`config.mk`:
```
export PLATFORM = sky130hd
export DESIGN_NAME = rgb_pixel_proc_pipe
export DESIGN_NICKNAME = d
export VERILOG_FILES = /design/src/rtl/rgb_pixel_proc_pipe.sv
export SDC_FILE = /design/constraint.sdc
export NUM_CORES = 2
export LEC_CHECK = 0
export ABC_CLOCK_PERIOD_IN_PS = 6700
export CORE_UTILIZATION = 60
export CTS_CLUSTER_DIAMETER = 50
export DETAILED_ROUTE_END_ITERATION = 10
export PLACE_DENSITY = 0.77
export SYNTH_ARGS = -nofsm -noshare
export SYNTH_HDL_FRONTEND = slang
export SYNTH_SLANG_ARGS = --single-unit
```
`constraint.sdc`:
```
create_clock -name HCLK -period 6.7 [get_ports HCLK]
set_clock_uncertainty 0.05 [all_clocks]
set_input_delay 1.34 -clock HCLK [delete_from_list [all_inputs] [get_ports HCLK]]
set_output_delay 1.34 -clock HCLK [all_outputs]
set_load 0.005 [all_outputs]
```
`src/rtl/rgb_pixel_proc_pipe.sv`:
```
// Per-pixel RGB processing stage: bypass, grayscale, brightness or threshold applied to
// NUM_OF_PIXEL pixels per HSYNC beat, with frame-level control shadowing and frame_done.
module rgb_pixel_proc_pipe #(
    parameter int unsigned NUM_OF_PIXEL = 8,
    parameter int unsigned WIDTH        = 768,
    parameter int unsigned HEIGHT       = 512
) (
    input  logic                      HCLK,
    input  logic                      HRESETn,
    input  logic                      HSYNC_IN,
    input  logic [8*NUM_OF_PIXEL-1:0] DATA_R_IN,
    input  logic [8*NUM_OF_PIXEL-1:0] DATA_G_IN,
    input  logic [8*NUM_OF_PIXEL-1:0] DATA_B_IN,
    input  logic [1:0]                MODE,
    input  logic [7:0]                VALUE,
    input  logic                      SIGN,
    output logic                      HSYNC_OUT,
    output logic [8*NUM_OF_PIXEL-1:0] DATA_R_OUT,
    output logic [8*NUM_OF_PIXEL-1:0] DATA_G_OUT,
    output logic [8*NUM_OF_PIXEL-1:0] DATA_B_OUT,
    output logic                      busy,
    output logic                      frame_done,
    output logic                      overrun
);

    localparam int unsigned DW    = 8 * NUM_OF_PIXEL;
    localparam int unsigned BEATS = WIDTH * HEIGHT / NUM_OF_PIXEL;
    localparam int unsigned CW    = (BEATS > 1) ? $clog2(BEATS + 1) : 1;

    typedef enum logic [1:0] {StIdle, StActive, StDrain} state_e;

    state_e          state_q, state_d;
    logic [CW-1:0]   cnt_q, cnt_d;
    logic [1:0]      drain_q, drain_d;
    logic [1:0]      mode_q;
    logic [7:0]      value_q;
    logic            sign_q;
    logic            accept, last_beat;

    assign accept    = HSYNC_IN && (state_q != StDrain);
    assign last_beat = (cnt_q == CW'(BEATS - 1));

    always_comb begin
        state_d = state_q;
        cnt_d   = cnt_q;
        drain_d = drain_q;
        case (state_q)
            StIdle, StActive: begin
                if (HSYNC_IN) begin
                    if (last_beat) begin
                        state_d = StDrain;
                        cnt_d   = '0;
                        drain_d = 2'd0;
                    end else begin
                        state_d = StActive;
                        cnt_d   = cnt_q + 1'b1;
                    end
                end
            end
            StDrain: begin
                if (drain_q == 2'd2) begin
                    state_d = StIdle;
                end else begin
                    drain_d = drain_q + 1'b1;
                end
            end
            default: state_d = StIdle;
        endcase
    end

    always_ff @(posedge HCLK or negedge HRESETn) begin
        if (!HRESETn) begin
            state_q <= StIdle;
            cnt_q   <= '0;
            drain_q <= 2'd0;
            mode_q  <= 2'd0;
            value_q <= 8'd0;
            sign_q  <= 1'b0;
            busy    <= 1'b0;
            overrun <= 1'b0;
        end else begin
            state_q <= state_d;
            cnt_q   <= cnt_d;
            drain_q <= drain_d;
            // Control tracks the inputs only between frames.
            if (state_q == StIdle) begin
                mode_q  <= MODE;
                value_q <= VALUE;
                sign_q  <= SIGN;
            end
            // Registered from the current state so busy falls one cycle after frame_done.
            busy <= (state_q != StIdle);
            if (HSYNC_IN && (state_q == StDrain)) begin
                overrun <= 1'b1;
            end
        end
    end

    logic          in_v_q, in_last_q, s1_v_q, s1_last_q, s2_v_q, s2_last_q;
    logic [DW-1:0] in_r_q, in_g_q, in_b_q;
    logic [DW-1:0] s1_r_q, s1_g_q, s1_b_q;
    logic [DW-1:0] s2_r_q, s2_g_q, s2_b_q;
    logic [15:0]   pr_q [NUM_OF_PIXEL];
    logic [15:0]   pg_q [NUM_OF_PIXEL];
    logic [15:0]   pb_q [NUM_OF_PIXEL];
    logic [17:0]   sum_d [NUM_OF_PIXEL];
    logic [7:0]    gray_d [NUM_OF_PIXEL];
    logic [7:0]    gray_q [NUM_OF_PIXEL];
    logic [DW-1:0] res_r, res_g, res_b;

    always_ff @(posedge HCLK or negedge HRESETn) begin
        if (!HRESETn) begin
            in_v_q    <= 1'b0;
            in_last_q <= 1'b0;
            s1_v_q    <= 1'b0;
            s1_last_q <= 1'b0;
            s2_v_q    <= 1'b0;
            s2_last_q <= 1'b0;
        end else begin
            in_v_q    <= accept;
            in_last_q <= accept && last_beat;
            s1_v_q    <= in_v_q;
            s1_last_q <= in_last_q;
            s2_v_q    <= s1_v_q;
            s2_last_q <= s1_last_q;
        end
    end

    // Data path needs no reset: everything leaving the block is gated by the valid chain.
    always_ff @(posedge HCLK) begin
        in_r_q <= DATA_R_IN;
        in_g_q <= DATA_G_IN;
        in_b_q <= DATA_B_IN;
        s1_r_q <= in_r_q;
        s1_g_q <= in_g_q;
        s1_b_q <= in_b_q;
        s2_r_q <= s1_r_q;
        s2_g_q <= s1_g_q;
        s2_b_q <= s1_b_q;
        for (int k = 0; k < NUM_OF_PIXEL; k++) begin
            pr_q[k]   <= 16'(in_r_q[8*k +: 8]) * 16'd77;
            pg_q[k]   <= 16'(in_g_q[8*k +: 8]) * 16'd150;
            pb_q[k]   <= 16'(in_b_q[8*k +: 8]) * 16'd29;
            gray_q[k] <= gray_d[k];
        end
    end

    always_comb begin
        for (int k = 0; k < NUM_OF_PIXEL; k++) begin
            sum_d[k]  = 18'(pr_q[k]) + 18'(pg_q[k]) + 18'(pb_q[k]);
            gray_d[k] = 8'(sum_d[k] >> 8);
        end
    end

    // Saturating add or subtract; bit 8 is the carry or borrow.
    function automatic logic [7:0] bright(input logic [7:0] ch, input logic [7:0] v,
                                          input logic sub);
        logic [8:0] t;
        t = sub ? ({1'b0, ch} - {1'b0, v}) : ({1'b0, ch} + {1'b0, v});
        if (t[8]) begin
            return sub ? 8'h00 : 8'hFF;
        end
        return t[7:0];
    endfunction

    always_comb begin
        res_r = '0;
        res_g = '0;
        res_b = '0;
        for (int k = 0; k < NUM_OF_PIXEL; k++) begin
            case (mode_q)
                2'b00: begin
                    res_r[8*k +: 8] = s2_r_q[8*k +: 8];
                    res_g[8*k +: 8] = s2_g_q[8*k +: 8];
                    res_b[8*k +: 8] = s2_b_q[8*k +: 8];
                end
                2'b01: begin
                    res_r[8*k +: 8] = gray_q[k];
                    res_g[8*k +: 8] = gray_q[k];
                    res_b[8*k +: 8] = gray_q[k];
                end
                2'b10: begin
                    res_r[8*k +: 8] = bright(s2_r_q[8*k +: 8], value_q, sign_q);
                    res_g[8*k +: 8] = bright(s2_g_q[8*k +: 8], value_q, sign_q);
                    res_b[8*k +: 8] = bright(s2_b_q[8*k +: 8], value_q, sign_q);
                end
                default: begin
                    res_r[8*k +: 8] = (gray_q[k] > value_q) ? 8'hFF : 8'h00;
                    res_g[8*k +: 8] = (gray_q[k] > value_q) ? 8'hFF : 8'h00;
                    res_b[8*k +: 8] = (gray_q[k] > value_q) ? 8'hFF : 8'h00;
                end
            endcase
        end
    end

    always_ff @(posedge HCLK or negedge HRESETn) begin
        if (!HRESETn) begin
            HSYNC_OUT  <= 1'b0;
            DATA_R_OUT <= '0;
            DATA_G_OUT <= '0;
            DATA_B_OUT <= '0;
            frame_done <= 1'b0;
        end else if (s2_v_q) begin
            HSYNC_OUT  <= 1'b1;
            DATA_R_OUT <= res_r;
            DATA_G_OUT <= res_g;
            DATA_B_OUT <= res_b;
            frame_done <= s2_last_q;
        end else begin
            HSYNC_OUT  <= 1'b0;
            DATA_R_OUT <= '0;
            DATA_G_OUT <= '0;
            DATA_B_OUT <= '0;
            frame_done <= 1'b0;
        end
    end

endmodule
```
==> impl_results.md <==
- Initial antenna violation count: 2
- Initial drt markers: slightly above 4000
- Worst Max-Slew Pin Slew: 1.19 ns
- Number of flops mapped to enable cells by yosys: 0
- Via density: 5.81
- DR WL met2: approximately 85000 microns
- Status: completed
- PostCTS Resize Cnt: 0
- Syn Std Cell Area: a little under 0.07 sq mm
- Clk pin slew, worst setup/hold paths: 0.06 ns
- Metal-1 WL: 78600 microns
- Fillers: 8313
- Die ar.: 0.117 sq mm
- Drt wl/cell: 21.2 microns
- Sequential area share after synthesis: 35.7%
- Yosys reg bits: 1177
- CTS buffer count: around 140
- CTS max path bufs: 3
- Remaining DRCs: 0
- Post-route ant nets: 0
- Slew headroom: 20.5%
- WL final: around 190000 microns
- Internal: 22700 uW
- Top flop regs: pg_q (120), pb_q (104), pr_q (104)
- Period minus WS final: roughly 4.6 ns
- Peak VDD IR: roughly 0.00034 V
- Hold Crit Depth: 0
- Crit Path Category: reg -> reg
- Seq pwr share: around 27%
- Max FO, Critical Path: 13
- Met3 wire length: about 14000 microns
- Area occupied by multi-input gates: around 0.04 sq mm
- Worst Hold End: s2_g_q[13]
- Crit Reg-Reg Startpoint: value_q[3]
- CP startpoint: value_q[3]
- Total power: 38800 uW
- First-pass GRT wire length: 289000 microns
- Clock power share: 20.5%
- Fin. Hold Viols: 0
- Starting density of the core: 60.5%
- FFs w/ async S/R, synth: 19.8%
- Max FFs per register: 120
- Root Driver: clkbuf_16
- Max-cap violations: 0
- Synthesized Nets: 8415
- FMAX: 218 MHz
- H-tree Lvls: 4
- CTS tree: yes
- Fraction of layout cells with a size suffix above 1: 6.01%
- Synth Instances: 6784
- IO buf count: between 400 and 500
- Grt total ovfl: 0
- Global Route Usage Sum: around a third
- First-pass iteration count of the detailed router: 8
- # nets final: about 9000
- Post-CTS setup buffers: 0
- Uppermost layer routed: met4
- Hold_sp: s1_g_q[13]
- Tcrit/Tclk final: 68.6%
- Power share of the combinational group: around 52%
- Pwr/cell area: about 490 mW/mm^2
- Count of cell types in the netlist: 89
- Num rows: 124
- Post-Syn Area per Cell: 10.2 sq um
- Nature of the critical path startpoint: register
- Top_reg_cell synth: dfxtp_1
- Die Wd: 342 microns
- Register Area: 0.0247 sq mm
- CP cell instances: nor2_1 > and3_1 > a31oi_1 > xnor2_2 > buf_4 > ha_1 > and2_1 > o21ai_0 > o311ai_0 > a211oi_2 > o21ai_0 > a21oi_1
- Vias in the first global route: 51700
- Clk_lat worst skew: roughly 0.76 ns
- CP max stage cell: xnor2_2
- FF-to-FF path depth: 12
- Vias after detailed routing: 51500
- I/O pin total: 402
- FF-to-FF End: DATA_G_OUT[44]
- CP arrival: 5.22 ns
- Chip height: 342 microns
- Hold Path Class: reg -> reg
- CP peak stage delay: around 0.9 ns
- Worst-case hold slack: between 0.2 and 0.3 ns
- Hpwl dp: around 140000 microns
- Biggest register: pg_q
- CTS Hold Bufs: 0
- RSZ-0062 raised after global routing: false
- Crit. End Element: register
- Crit path top cell by count: o21ai_0
- Sw frac: between 40% and 50%
- Leakage Power: 0.0379 uW
- NetSw: about 16000 uW
- Area delta synth->final: 15.5%
- Largest net degree at the start of global routing: 123
- Worst Path Required: 7.32 ns
- Global placer's final weighted congestion: 0.929
- Setup tns final: 0 ns
- Synth Warn #: 0
- Final setup vio count: 0
- # diodes: 0
- Core area: between 0.1 and 0.15 sq mm
- CTS sink cnt: 1177
- Setup slack, reg-to-reg: 2.10 ns
- Final Max Slew Viols: 0
[worst max-delay path, delay by kind of cell, from the launching register on]
| kind | cells | cell delay, ns |
|---|---|---|
| buf+inv | 1 | 0.46 |
| simple gates | 3 | 1.01 |
| flops | 1 | 0.43 |
| fa+ha+maj | 1 | 0.37 |
| xor+xnor | 1 | 0.90 |
| compound gates | 6 | 1.31 |
[cells in the final DEF (no fill, tap or decap), drive strengths merged, types with 40 or more instances in the layout]
| cell type | count |
|---|---|
| and2 | 58 |
| inv | 901 |
| a211oi | 86 |
| and3 | 41 |
| dfxtp | 944 |
| o21ai | 310 |
| fa | 328 |
| or3 | 42 |
| nor3 | 171 |
| clkdlybuf4s50 | 400 |
| buf | 49 |
| nand3 | 82 |
| ha | 1097 |
| nand2 | 158 |
| a31oi | 52 |
| o21a | 124 |
| dfrtp | 233 |
| o21bai | 107 |
| nor2b | 88 |
| xnor2 | 280 |
| nor2 | 284 |
| clkbuf | 187 |
| xor2 | 133 |
| a21oi | 534 |
| maj3 | 40 |
| a21o | 128 |
[how the worst max path moves through the flow]
stage | to | slack [ns] | cells after the start
finish | DATA_G_OUT[44] | 2.10 | 12
global route | DATA_G_OUT[4] | 1.79 | 12
CTS | DATA_G_OUT[44] | 2.13 | 12
detailed placement | DATA_R_OUT[40] | 2.15 | 12
global placement | DATA_G_OUT[29] | 2.20 | 11
floorplan | DATA_G_OUT[34] | 1.65 | 12
[synth_stat cells, drive strengths merged, types with 18 or more instances]
master / count / area, sq um
a31oi: 52 / 350
a21oi: 534 / 2690
o31ai: 23 / 186
xnor2: 280 / 2490
or2: 24 / 150
dfxtp: 944 / 18900
maj3: 40 / 419
nor2b: 88 / 551
a211oi: 86 / 686
or4: 24 / 180
and2: 58 / 363
a21bo: 21 / 210
nand2b: 36 / 225
o22ai: 20 / 125
clkbuf: 103 / 387
a211o: 18 / 158
or3: 42 / 263
a21o: 128 / 961
o21a: 124 / 931
o21bai: 107 / 803
nor2: 284 / 1070
a2111oi: 20 / 216
nor3: 171 / 861
buf: 36 / 255
o21ai: 310 / 1550
fa: 328 / 6570
and3: 41 / 257
dfrtp: 233 / 5830
nand2: 158 / 593
a311oi: 29 / 413
nand3: 82 / 410
xor2: 133 / 1160
inv: 876 / 3290
ha: 1097 / 13700
[area by class of cell]
type / instances / area share (%)
inverters: 877 / 4.12
multi-input cells: 4591 / 50.9
clock inverters: 74 / 1.16
well taps: 1512 / 2.37
repair buffers: 449 / 5.52
clock buffers: 187 / 5.00
flip-flops and latches: 1177 / 30.9
[layer usage]
layer	up-vias	global-route usage [%]
met5	-	0
met4	0	16.3
met3	481	5.62
met2	1895	51.6
met1	24800	41.6
li1	24400	-
[logic make-up after synthesis]
family	after synthesis	synth area share [%]
compound gates	1623	15.3
xor+xnor	413	5.28
fa+ha+maj	1465	29.9
buf+inv	1016	5.69
flops	1177	35.7
mux	16	0.246
simple gates	1074	7.81
[power groups by stage]
stage / combinational [uW] / sequential, uW / clock, uW
after global routing: 22600 / 10600 / 8350
after detailed placement: 19800 / 10600 / 0
final: 20300 / 10500 / 7970
after CTS: 20200 / 10500 / 8050
after global placement: 19200 / 10600 / 0
after floorplan: 14500 / 9770 / 0
[metrics by stage]
step	instance area (sq um)	setup slack (ns)	cells	util (%)
after global placement	75000	2.20	8606	65.6
final	79900	2.10	8867	69.9
after floorplan	69200	1.65	6784	-
after detailed placement	75000	2.15	8606	65.6
after global routing	79900	1.79	8867	69.9
after CTS	79900	2.13	8867	69.9
Note: power is estimated with default switching activity, not from simulation.
